$ cat src/rtl/serial_chain_pkg.sv
// Shared types and constants for the serial chain scheduler.
package serial_chain_pkg;

    // Engine states: waiting for a grant, shifting bits, pulsing the latch.
    typedef enum logic [1:0] {
        ST_IDLE  = 2'd0,
        ST_SHIFT = 2'd1,
        ST_LATCH = 2'd2
    } state_t;

    // Requester indices on the board.
    localparam int REQ_LED = 0;
    localparam int REQ_SEG = 1;
    localparam int REQ_LCD = 2;

    // Default word width shifted per transaction.
    localparam int DEFAULT_DATA_W = 16;

endpackage

$ cat src/rtl/serial_chain_scheduler_rr_pick.sv
// Combinational round-robin selector: first active request after last_grant.
module rr_pick
    import serial_chain_pkg::*;
#(
    parameter int N_REQ = 3,
    parameter int IDX_W = (N_REQ > 1) ? $clog2(N_REQ) : 1
) (
    input  logic [N_REQ-1:0] req,
    input  logic [IDX_W-1:0] last_grant,
    output logic [IDX_W-1:0] grant,
    output logic             valid
);

    // Walk the requesters starting one past the previous winner, take the first set one.
    always_comb begin
        int idx;
        idx   = 0;
        grant = '0;
        valid = 1'b0;
        for (int off = 1; off <= N_REQ; off++) begin
            idx = (int'(last_grant) + off) % N_REQ;
            if (!valid && req[idx]) begin
                valid = 1'b1;
                grant = IDX_W'(idx);
            end
        end
    end

endmodule

$ cat src/rtl/serial_chain_scheduler.sv
// Shares one MSB-first shift engine between several shift-register chains.
module serial_chain_scheduler
    import serial_chain_pkg::*;
#(
    parameter int DATA_W = DEFAULT_DATA_W,
    parameter int N_REQ  = 3
) (
    input  logic                    i_CLK,
    input  logic                    i_RESET,
    input  logic [N_REQ-1:0]        i_Req,
    input  logic [N_REQ*DATA_W-1:0] i_Data,
    output logic [N_REQ-1:0]        o_Ack,
    output logic [N_REQ-1:0]        o_Done,
    output logic [N_REQ-1:0]        o_SerData,
    output logic [N_REQ-1:0]        o_Latch,
    output logic                    o_Busy
);

    localparam int IDX_W = (N_REQ > 1) ? $clog2(N_REQ) : 1;
    localparam int CNT_W = $clog2(DATA_W);

    state_t             state, state_nxt;
    logic [DATA_W-1:0]  shreg;
    logic [CNT_W-1:0]   cnt;
    logic [IDX_W-1:0]   grant_q;
    logic [IDX_W-1:0]   last_grant;
    logic [N_REQ-1:0]   ack_q;
    logic [IDX_W-1:0]   pick_grant;
    logic               pick_valid_raw;
    logic               pick_valid;
    logic               cnt_last;

    rr_pick #(
        .N_REQ (N_REQ),
        .IDX_W (IDX_W)
    ) u_rr_pick (
        .req        (i_Req),
        .last_grant (last_grant),
        .grant      (pick_grant),
        .valid      (pick_valid_raw)
    );

    // A grant is only taken while the engine is idle.
    assign pick_valid = pick_valid_raw && (state == ST_IDLE);
    assign cnt_last   = (cnt == CNT_W'(DATA_W - 1));

    // State register.
    always_ff @(posedge i_CLK) begin
        if (i_RESET) state <= ST_IDLE;
        else         state <= state_nxt;
    end

    // Next-state logic: one grant per idle cycle, DATA_W shift cycles, one latch cycle.
    always_comb begin
        state_nxt = state;
        case (state)
            ST_IDLE:  if (pick_valid) state_nxt = ST_SHIFT;
            ST_SHIFT: if (cnt_last)   state_nxt = ST_LATCH;
            ST_LATCH: state_nxt = ST_IDLE;
            default:  state_nxt = ST_IDLE;
        endcase
    end

    // Capture the granted word at the grant edge, then shift left with zero fill.
    always_ff @(posedge i_CLK) begin
        if (i_RESET) begin
            shreg      <= '0;
            cnt        <= '0;
            grant_q    <= '0;
            last_grant <= IDX_W'(N_REQ - 1);
            ack_q      <= '0;
        end else begin
            ack_q <= '0;
            case (state)
                ST_IDLE: begin
                    if (pick_valid) begin
                        shreg             <= i_Data[int'(pick_grant)*DATA_W +: DATA_W];
                        grant_q           <= pick_grant;
                        last_grant        <= pick_grant;
                        cnt               <= '0;
                        ack_q[pick_grant] <= 1'b1;
                    end
                end
                ST_SHIFT: begin
                    shreg <= {shreg[DATA_W-2:0], 1'b0};
                    if (!cnt_last) cnt <= cnt + 1'b1;
                end
                default: ;
            endcase
        end
    end

    // Output decode from registered state only; non-granted chains stay at 0.
    always_comb begin
        o_SerData = '0;
        o_Latch   = '0;
        if (state == ST_SHIFT) o_SerData[grant_q] = shreg[DATA_W-1];
        if (state == ST_LATCH) o_Latch[grant_q]   = 1'b1;
    end

    assign o_Done = o_Latch;
    assign o_Ack  = ack_q;
    assign o_Busy = (state != ST_IDLE);

endmodule
$ cat config.mk
export PLATFORM = sky130hd
export DESIGN_NAME = serial_chain_scheduler
export DESIGN_NICKNAME = d
export VERILOG_FILES = /design/src/rtl/serial_chain_pkg.sv /design/src/rtl/serial_chain_scheduler_rr_pick.sv /design/src/rtl/serial_chain_scheduler.sv
export SDC_FILE = /design/constraint.sdc
export NUM_CORES = 1
export LEC_CHECK = 0
export ABC_AREA = 0
export CORE_AREA = 2 2 105 66
export DETAILED_ROUTE_END_ITERATION = 12
export DIE_AREA = 0 0 107 68
export PLACE_DENSITY = 0.69
export RECOVER_POWER = 25
export SLEW_MARGIN = 40
export SYNTH_ARGS = -nofsm -noshare
export SYNTH_HDL_FRONTEND = slang
export SYNTH_SLANG_ARGS = --single-unit
$ cat constraint.sdc
create_clock -name i_CLK -period 2.25 [get_ports i_CLK]
set_input_delay 0.3375 -clock i_CLK [delete_from_list [all_inputs] [get_ports i_CLK]]
set_output_delay 0.3375 -clock i_CLK [all_outputs]
set_load 0.01 [all_outputs]
==> run_results.csv, run 1 <==
group,metric,value,unit
setup_path,rr_worst_depth,9,
sta,tightest_slew,0.616,ns
cells_and_area,antenna_cells,0,
grt,grt_usage,0.137,
logic_synthesis,synth_edf_count,0,
floorplanning,io_pins,66,
grt,grt_antenna_before_repair,0,
setup_path,critPathCaptureType,"flop",
route,drc,0,
place,gp_congestion,0.829,
setup_path,path_max_fanout,6,
floorplanning,rows,23,
logic_synthesis,synth_cells,225,
power_and_ir_drop,ir_drop,0.799,mV
setup_path,crit_type,"reg2reg",
place,dpl_cell_area,0.00273,mm^2
logic_synthesis,synth.most_common_cell,"dfxtp_1",
hold_path,hold_depth,2,
setup_path,crit_required,2.47,ns
grt,overflow,0,
sta,timing.hold.ws,0.504,ns
logic_synthesis,post_synth_main_area_contributors,"dfxtp_1 (30%), mux2i_1 (9.2%), a21oi_1 (5.7%)",
logic_synthesis,synth_top_area_share,0.303,
floorplanning,core,0.00642,mm^2
cts,cts_sinks,28,
setup_path,worstSetupStartpointType,"flop",
cts,numCtsBuffers,3,
place,dp_hpwl,3990,um
sta,hold_viol,0,
logic_synthesis,synth.net_count,283,
logic_synthesis,synthArstFlopShare,0,
sta,fmax,454,MHz
floorplanning,dieArea,0.00728,mm^2
cts,cts-root-buf,"clkbuf_8",
route,vias,1903,
logic_synthesis,synth.yosys.seq_area_share,0.303,
cells_and_area,layout-drive-gt1-share,0.261,
setup_path,arrival,2.42,ns
sta,period_share,0.979,
route,via_per_inst,4.79,
grt,grt_pass1_vias,1602,
cells_and_area,fin_nets,369,
cts,clk_latency,0.28,ns
floorplanning,fp.dieH,68,um
logic_synthesis,synth_common_cells,"dfxtp_1 (28), nor2_1 (26), a21oi_1 (21)",
cts,clockBufferDepth,2,
sta,setup_viol,0,
sta,slew-limit-headroom,0.590,
grt,grt_max_degree,18,
floorplanning,die_w,107,um
cells_and_area,design_area,0.00308,mm^2
grt,grt_pass1_wl,7800,um
cells_and_area,syn2layout_area_growth,66.4,%
power_and_ir_drop,powerDensity,1250,mW/mm^2
route,wl_per_cell,13.5,um
cts,cts_hold_buf,0,
floorplanning,start_util,0.288,
route,drtPass1Iterations,4,
logic_synthesis,synth_area,0.00185,mm^2
sta,report.final.slew_viol_count,0,
sta,setup_slack,0.0479,ns
logic_synthesis,avgSynthCellArea,8.21,um^2
route,dr.first_iter.drc_count,102,
sta,final.min_clock_period,2.20,ns
status,status,"completed",
logic_synthesis,yosysWarningCount,0,
place,port_buffers,65,
cts,ctsHtreeMaxLevel,1,
sta,grt_setup_unrepaired,"true",
route,final_antenna_net_count,0,
logic_synthesis,ys_types,44,
route,routed_wl,5350,um
logic_synthesis,synth-seq-cells,28,
sta,clock-skew-final,0.00520,ns
logic_synthesis,ys.flop_type,"dfxtp_1",
power_and_ir_drop,p_leak,0.00122,uW
power_and_ir_drop,finalPower,3840,uW
cells_and_area,stdcell_count,397,
place,dp_slack,-0.297,ns
cts,cts_tree,"yes",
hold_path,min_path_type,"reg2reg",
job,maxCapViolations,0,
place,dp_cells,385,
cts,clk_pin_slew_worst_paths,0.10,ns
logic_synthesis,yosysTopAreaCell,"dfxtp_1",
[where the power goes]
group	switching [uW]	internal [uW]
clock	155	157
sequential	113	677
combinational	1340	1400
[worst paths after layout]
check | start | slack, ns | to
worst max-delay path | last_grant[1] | 0.05 | shreg[2]
worst min-delay path | last_grant[1] | 0.50 | last_grant[1]
worst max register to register | last_grant[1] | 0.05 | shreg[2]
worst min register to register | last_grant[1] | 0.50 | last_grant[1]
[per-layer routing]
| metal | up-vias | GRT usage | wire [um] |
|---|---|---|---|
| li1 | 977 | - | - |
| met3 | 2 | 0.0371 | 288 |
| met4 | 0 | 0.0195 | 13 |
| met2 | 43 | 0.213 | 2390 |
| met1 | 881 | 0.196 | 2670 |
| met5 | - | 0 | 0 |
[logic make-up (layout without fill, tap and decap cells)]
group,count (synthesis),after routing,share of synthesized area
XOR/XNOR,2,2,0.00948
adder cells (fa/ha/maj),5,5,0.0339
buffers and inverters,26,111,0.0772
AO/OA/AOI/OAI,57,57,0.206
flip-flops,28,28,0.303
multiplexers,21,21,0.125
AND/OR/NAND/NOR,86,86,0.244
[through the flow]
stage | TNS [ns] | util
floorplan | 0 | -
global placement | -3.13 | 0.426
detailed placement | -5.12 | 0.426
CTS | 0 | 0.447
global route | -0.142 | 0.479
finish | 0 | 0.479
[final cells by class]
class	instances	area [um^2]
Fill cell	598	3340
Multi-Input combinational cell	171	1370
Timing Repair Buffer	103	961
Sequential cell	28	566
Tap cell	87	109
Clock buffer	4	55.1
Inverter	4	15.0
[cell usage in the layout (no fill, tap or decap), types with 6 or more instances in the layout]
cell type        count
a211oi_2             8
a21o_1               9
dlygate4sd3_1        7
mux2i_1             13
o21ai_0              9
nor2_1              26
nand2_1             11
buf_4               34
dfxtp_1             26
clkdlybuf4s50_1     56
or4_1                6
mux2i_4              6
nand2b_1             6
a21oi_1             17
nor3_1              16
[sequential cells by signal, indices dropped and copies added, names as in the netlist]
name        cells
last_grant      1
grant_q         2
state           2
shreg          16
o_Ack           3
cnt             4
[worst max-delay path, cell delays in order (launching register included)]
cell	delay [ns]
dfxtp_2	0.34
inv_2	0.08
ha_4	0.18
mux2i_4	0.27
nor2_4	0.07
o41ai_4	0.35
buf_4	0.20
nor3_2	0.04
or4_1	0.49
a21oi_2	0.11
[repair_timing]
item	in CTS	in global routing
pin swaps	1	13
gates resized for setup	16	30
cloned	0	0
endpoints found under the setup margin	21	18
buffers inserted	2	6
(Power assumes the default switching activity.)
==> run 2, diff against run 1 <==
PLACE_DENSITY = 0.66   (was 0.69)
clock period = 2.81 ns   (was 2.25 ns; I/O delays follow)
==> run 2 against run 1 <==
Effect of this change:
- global-route usage down 0.11 points
- combinational power is 40% lower
- critical path type unchanged
- worst hold slack gained 0.0048 ns
- final cell count is 7.3% lower
- core utilization is 6.3 points lower
- worst setup slack improved by 0.12 ns
- wire length down 4.9%
- largest cell class unchanged
- largest power group unchanged
- register-to-register slack better by 0.12 ns
- clock power is 4% higher
- flip-flop and latch count stayed put
- power fell by 32%
==> run_results.csv, run 2 (synthesized netlist as in run 1, its figures left out) <==
group,metric,value,unit
floorplanning,io_pins,66,
setup_path,r2r_start,"grant_q[0]",
cts,cts_tree,"yes",
grt,grt_usage,0.136,
power_and_ir_drop,power_frac_clock,0.125,
power_and_ir_drop,switchingPower,1110,uW
floorplanning,start_util,0.288,
route,dr.first_iter.drc_count,73,
cells_and_area,seq_area,561,um^2
route,via_per_inst,4.90,
sta,setup_viol,0,
setup_path,crit_type,"reg2reg",
cells_and_area,antenna_cells,0,
grt,grt-busiest-layer,"met2",
power_and_ir_drop,p_leak,0.00107,uW
cells_and_area,layout-drive-gt1-share,0.0890,
cells_and_area,fin_nets,340,
grt,overflow,0,
cells_and_area,fill_cells,633,
cells_and_area,syn2layout_area_growth,44.5,%
cts,cts_sinks,28,
sta,final.min_clock_period,2.64,ns
route,vias,1803,
cells_and_area,final_common_cell,"clkdlybuf4s50_1",
setup_path,worstSetupStartpointType,"flop",
setup_path,crit_required,3.03,ns
sta,clock-skew-final,0.00879,ns
cells_and_area,multi_input_area,0.00117,mm^2
power_and_ir_drop,pwr-share-seq,0.239,
status,status,"completed",
grt,grt_pass1_vias,1571,
setup_path,path_max_fanout,20,
place,gp_congestion,0.843,
job,maxCapViolations,0,
cts,clk_latency,0.28,ns
cells_and_area,mostFrequentLayoutCells,"clkdlybuf4s50_1 (56), dfxtp_1 (28), nor2_1 (26)",
sta,period_share,0.941,
setup_path,setup.worst_path.start,"grant_q[0]",
floorplanning,core,0.00642,mm^2
power_and_ir_drop,powerDensity,973,mW/mm^2
cts,ctsHtreeMaxLevel,1,
place,dp_hpwl,3760,um
hold_path,min_path_type,"reg2reg",
sta,tightest_slew,0.678,ns
floorplanning,die_w,107,um
power_and_ir_drop,ir_drop,0.391,mV
place,port_buffers,65,
hold_path,min_from,"cnt[3]",
cts,cts_hold_buf,0,
power_and_ir_drop,switching_share,0.428,
grt,grt_use_met2,0.217,
grt,use_met1,0.190,
power_and_ir_drop,p_int,1490,uW
cts,numCtsBuffers,3,
power_and_ir_drop,comb_power_share,0.635,
route,drc,0,
route,final_antenna_net_count,0,
route,wl_per_cell,13.8,um
grt,grt_antenna_before_repair,0,
cts,clk_pin_slew_worst_paths,0.11,ns
grt,grt_pass1_wl,7820,um
floorplanning,rows,23,
grt,use_met3,0.0419,
sta,tns,0,ns
cts,cts-root-buf,"clkbuf_8",
grt,grt_max_degree,21,
cells_and_area,largest_register_ffs,16,
sta,fmax,378,MHz
floorplanning,fp.dieH,68,um
cells_and_area,final_util,0.416,
sta,hold_viol,0,
setup_path,arrival,2.86,ns
cells_and_area,regMostFlops,"shreg",
route,drtPass1Iterations,4,
sta,slew-limit-headroom,0.546,
floorplanning,dieArea,0.00728,mm^2
route,routed_wl,5090,um
setup_path,critPathCaptureType,"flop",
sta,report.final.slew_viol_count,0,
cts,clockBufferDepth,2,
[run 2: cell types whose count changed in the layout (fill, tap and decap cells not counted), moves of 3 or more]
| cell | previous run | this run |
|---|---|---|
| a211oi_1 | 2 | 10 |
| a211oi_2 | 8 | 0 |
| a21oi_1 | 17 | 21 |
| a21oi_2 | 4 | 0 |
| buf_4 | 34 | 7 |
| buf_6 | 3 | 0 |
| ha_1 | 1 | 4 |
| ha_4 | 4 | 0 |
| mux2i_1 | 13 | 17 |
| mux2i_4 | 6 | 1 |
| nor3_1 | 16 | 19 |
| nor3_2 | 3 | 0 |
[run 2: per-stage QoR]
step / instances / worst slack, ns / hold WS, ns / power (uW) / instance area (um^2)
2_1_floorplan: 225 / 0.468 / 0.469 / 1800 / 1850
3_3_place_gp: 364 / 0.122 / 0.485 / 2220 / 2580
3_5_place_dp: 364 / 0.0145 / 0.495 / 2250 / 2580
4_1_cts: 368 / 0.126 / 0.510 / 2580 / 2650
5_1_grt: 368 / -0.00923 / 0.536 / 2800 / 2670
6_report: 368 / 0.166 / 0.509 / 2600 / 2670
[run 2: layout make-up]
| cell class | instances | share of cell area |
|---|---|---|
| clock buffers | 3 | 0.0155 |
| clock inverters | 1 | 0.0112 |
| inverters | 4 | 0.00562 |
| multi-input cells | 171 | 0.439 |
| flip-flops and latches | 28 | 0.210 |
| well taps | 87 | 0.0408 |
| repair buffers | 74 | 0.278 |
[run 2: per-layer routing]
metal  vias up  part of all wire
met5         -                 0
met4         0           0.00079
met3         2             0.079
met2        66              0.41
met1       815              0.51
li1        920                 -
[run 2: critical path, stage by stage (launching register included)]
cell	delay (ns)
dfxtp_1	0.37
inv_1	0.11
ha_1	0.36
mux2i_1	0.30
o21ai_1	0.22
o41ai_4	0.32
buf_12	0.20
nor3_1	0.05
or4_1	0.51
a21oi_1	0.14
[run 2: final timing paths]
kind              end  slack (ns)  depth (start not counted)
max          shreg[3]        0.17                          9
min          state[1]        0.51                          2
max reg2reg  shreg[3]        0.17                          9
min reg2reg  state[1]        0.51                          2
[run 2: repair_timing]
| item | CTS | global route |
|---|---|---|
| gates resized for setup | 0 | 3 |
| setup endpoints to repair | 0 | 15 |
| setup buffers | 0 | 0 |
| hold endpoints to repair | 0 | 0 |
[run 2: power groups by stage]
stage | clock network [uW] | registers (uW) | logic, uW
finish | 326 | 622 | 1650
CTS | 325 | 621 | 1630
global route | 339 | 635 | 1830
floorplan | 0 | 616 | 1190
global placement | 0 | 624 | 1600
detailed placement | 0 | 627 | 1620
==> RTL edit: new RTL, settings of run 2 <==
`N_REQ` is set to 3 in 2 places; all go to 2.
--- a/src/rtl/serial_chain_scheduler_rr_pick.sv
+++ b/src/rtl/serial_chain_scheduler_rr_pick.sv
@@ -2,7 +2,7 @@
 module rr_pick
     import serial_chain_pkg::*;
 #(
-    parameter int N_REQ = 3,
+    parameter int N_REQ = 2,
     parameter int IDX_W = (N_REQ > 1) ? $clog2(N_REQ) : 1
 ) (
     input  logic [N_REQ-1:0] req,
--- a/src/rtl/serial_chain_scheduler.sv
+++ b/src/rtl/serial_chain_scheduler.sv
@@ -3,7 +3,7 @@
     import serial_chain_pkg::*;
 #(
     parameter int DATA_W = DEFAULT_DATA_W,
-    parameter int N_REQ  = 3
+    parameter int N_REQ  = 2
 ) (
     input  logic                    i_CLK,
     input  logic                    i_RESET,
Ports: changed (6 resized); port bits go from 66 to 45. The function was not compared with the original's and may differ.
==> RTL edit against run 2 <==
- cell area is 23% lower
- first-iteration DRC count is 27% lower
- worst setup slack better by 0.33 ns
- wire length decreased by 26%
- area after synthesis shrank 18%
- sequential cell count down 2
- fmax is 14% higher
- sequential share of layout area up 4.2 points
- critical path type is now flop to primary output
- largest cell class unchanged
- highest routed layer unchanged
Power is not compared: it rests on default switching activity, and its combinational part moved more than twofold at a synthesized area within 25%.
==> RTL edit: results (changes against run 2) <==
* outcome: complete, no violations
* relative area of non-clock buffer cells in the final design: 23.3%, -4.5 points
* placed cell count: 289, -21%
* first-pass GRT wire length: 5970 µm, -24%
* startpoint of the worst register-to-register path: last_grant$_SDFFE_PP1P_
* multi-input gate count: 121, -29%
* count of cells along the worst register-to-register path: 4, -5
* pin count of the biggest net entering global routing: 28, +33%
* worst min-delay path startpoint: cnt[2]$_SDFFE_PP0P_
* DP HPWL: 2760 µm, -27%
* cell types with the highest counts after synthesis: sky130_fd_sc_hd__dfxtp_1, sky130_fd_sc_hd__o22ai_1, sky130_fd_sc_hd__a211oi_1, sky130_fd_sc_hd__and2_1, sky130_fd_sc_hd__mux2i_1
* cell class contributing the biggest share of worst-path delay: buffers and inverters
* FFs & Latches: 26, -7.1%
* xor and xnor fraction of the mapped netlist area: 0%, -0.95 points
* Netlist Area Pre-Place: 0.00151 mm², -18%
* final design instance area without fill: 0.00206 mm², -23%
* highest net fanout along the worst path: 27, +35%
* number of DRC markers in iteration 0: 53, -27%
* post-synthesis cell type count: 37, -16%
* post-DR wirelength/cell: 12.9 µm, -6.6%
* post-synthesis sequential area ratio: 34.4%, +4.1 points
* final-layout clock buffer total: 4, +1
* cell type of the slowest stage on the worst timing path: sky130_fd_sc_hd__clkdlybuf4s50_1
* Layout fillers: 676, +6.8%
* met1 capacity usage during global routing: 14.6%, -4.4 points
* post-place instance area: 0.00202 mm², -22%
* share of cells above drive strength 1: 8.25%, -0.64 points
* Detail Route met2 WL: 1620 µm, -23%
* detailed-route via count: 1384, -23%
* clock transition time at the flip-flop clock pins of the worst setup and hold paths: 0.09 ns, -0.02 ns
* share of cell area taken by flip-flops and latches: 25.2%, +4.2 points
* pre-CTS worst setup slack: 0.673 ns, +0.659 ns
* setup slack, reg-to-reg: 0.93 ns, +0.76 ns
* period utilization: 82.4%, -12 points
* Synth Area in Compound Gates: 21.6%, +0.96 points
* post-detailed-route via-to-cell ratio: 4.72, -3.6%
* global routing met3 resource utilization: 3.33%, -0.86 points
* average instance area after synthesis: 9.05 µm², +10%
* clk cell area share: 2.67%, -0.0028 points
* worst setup path endpoint: o_Busy
* Final nets: 244, -28%
* mux contribution to synthesized area: 9.93%, -2.6 points
* met2 usage in global routing: 16.2%, -5.4 points
* non-clock inverter count: 5, +1
* Min Hold Slack: 0.502 ns, -0.00709 ns
* global router's overall resource usage: 10.7%, -2.9 points
* synth top area cells: sky130_fd_sc_hd__dfxtp_1, sky130_fd_sc_hd__mux2i_1, sky130_fd_sc_hd__a211oi_1
* reg-to-reg critical path endpoint: shreg[1]$_SDFFE_PP0P_
* via count of the first global-routing pass: 1217, -23%
* start point of the critical path: state[1]$_SDFFE_PP0P_
[RTL edit: changes by cell type after synthesis, moves of 5 or more]
| cell | run 2 | this run |
|---|---|---|
| sky130_fd_sc_hd__a211oi_1 | 10 | 15 |
| sky130_fd_sc_hd__a21o_1 | 9 | 0 |
| sky130_fd_sc_hd__a21oi_1 | 21 | 4 |
| sky130_fd_sc_hd__and2_1 | 1 | 15 |
| sky130_fd_sc_hd__and3b_1 | 0 | 12 |
| sky130_fd_sc_hd__nand2_1 | 11 | 5 |
| sky130_fd_sc_hd__nor2_1 | 26 | 5 |
| sky130_fd_sc_hd__nor3_1 | 19 | 2 |
| sky130_fd_sc_hd__o21ai_0 | 9 | 3 |
| sky130_fd_sc_hd__o22ai_1 | 0 | 16 |
| sky130_fd_sc_hd__or4_1 | 6 | 1 |
[RTL edit: kinds of logic after synthesis]
logic type | after synthesis
and+or+nand+nor | 58
AOI/OAI and AO/OA | 47
DFF | 26
adders and majority gates | 1
buffers and inverters | 20
muxes | 15
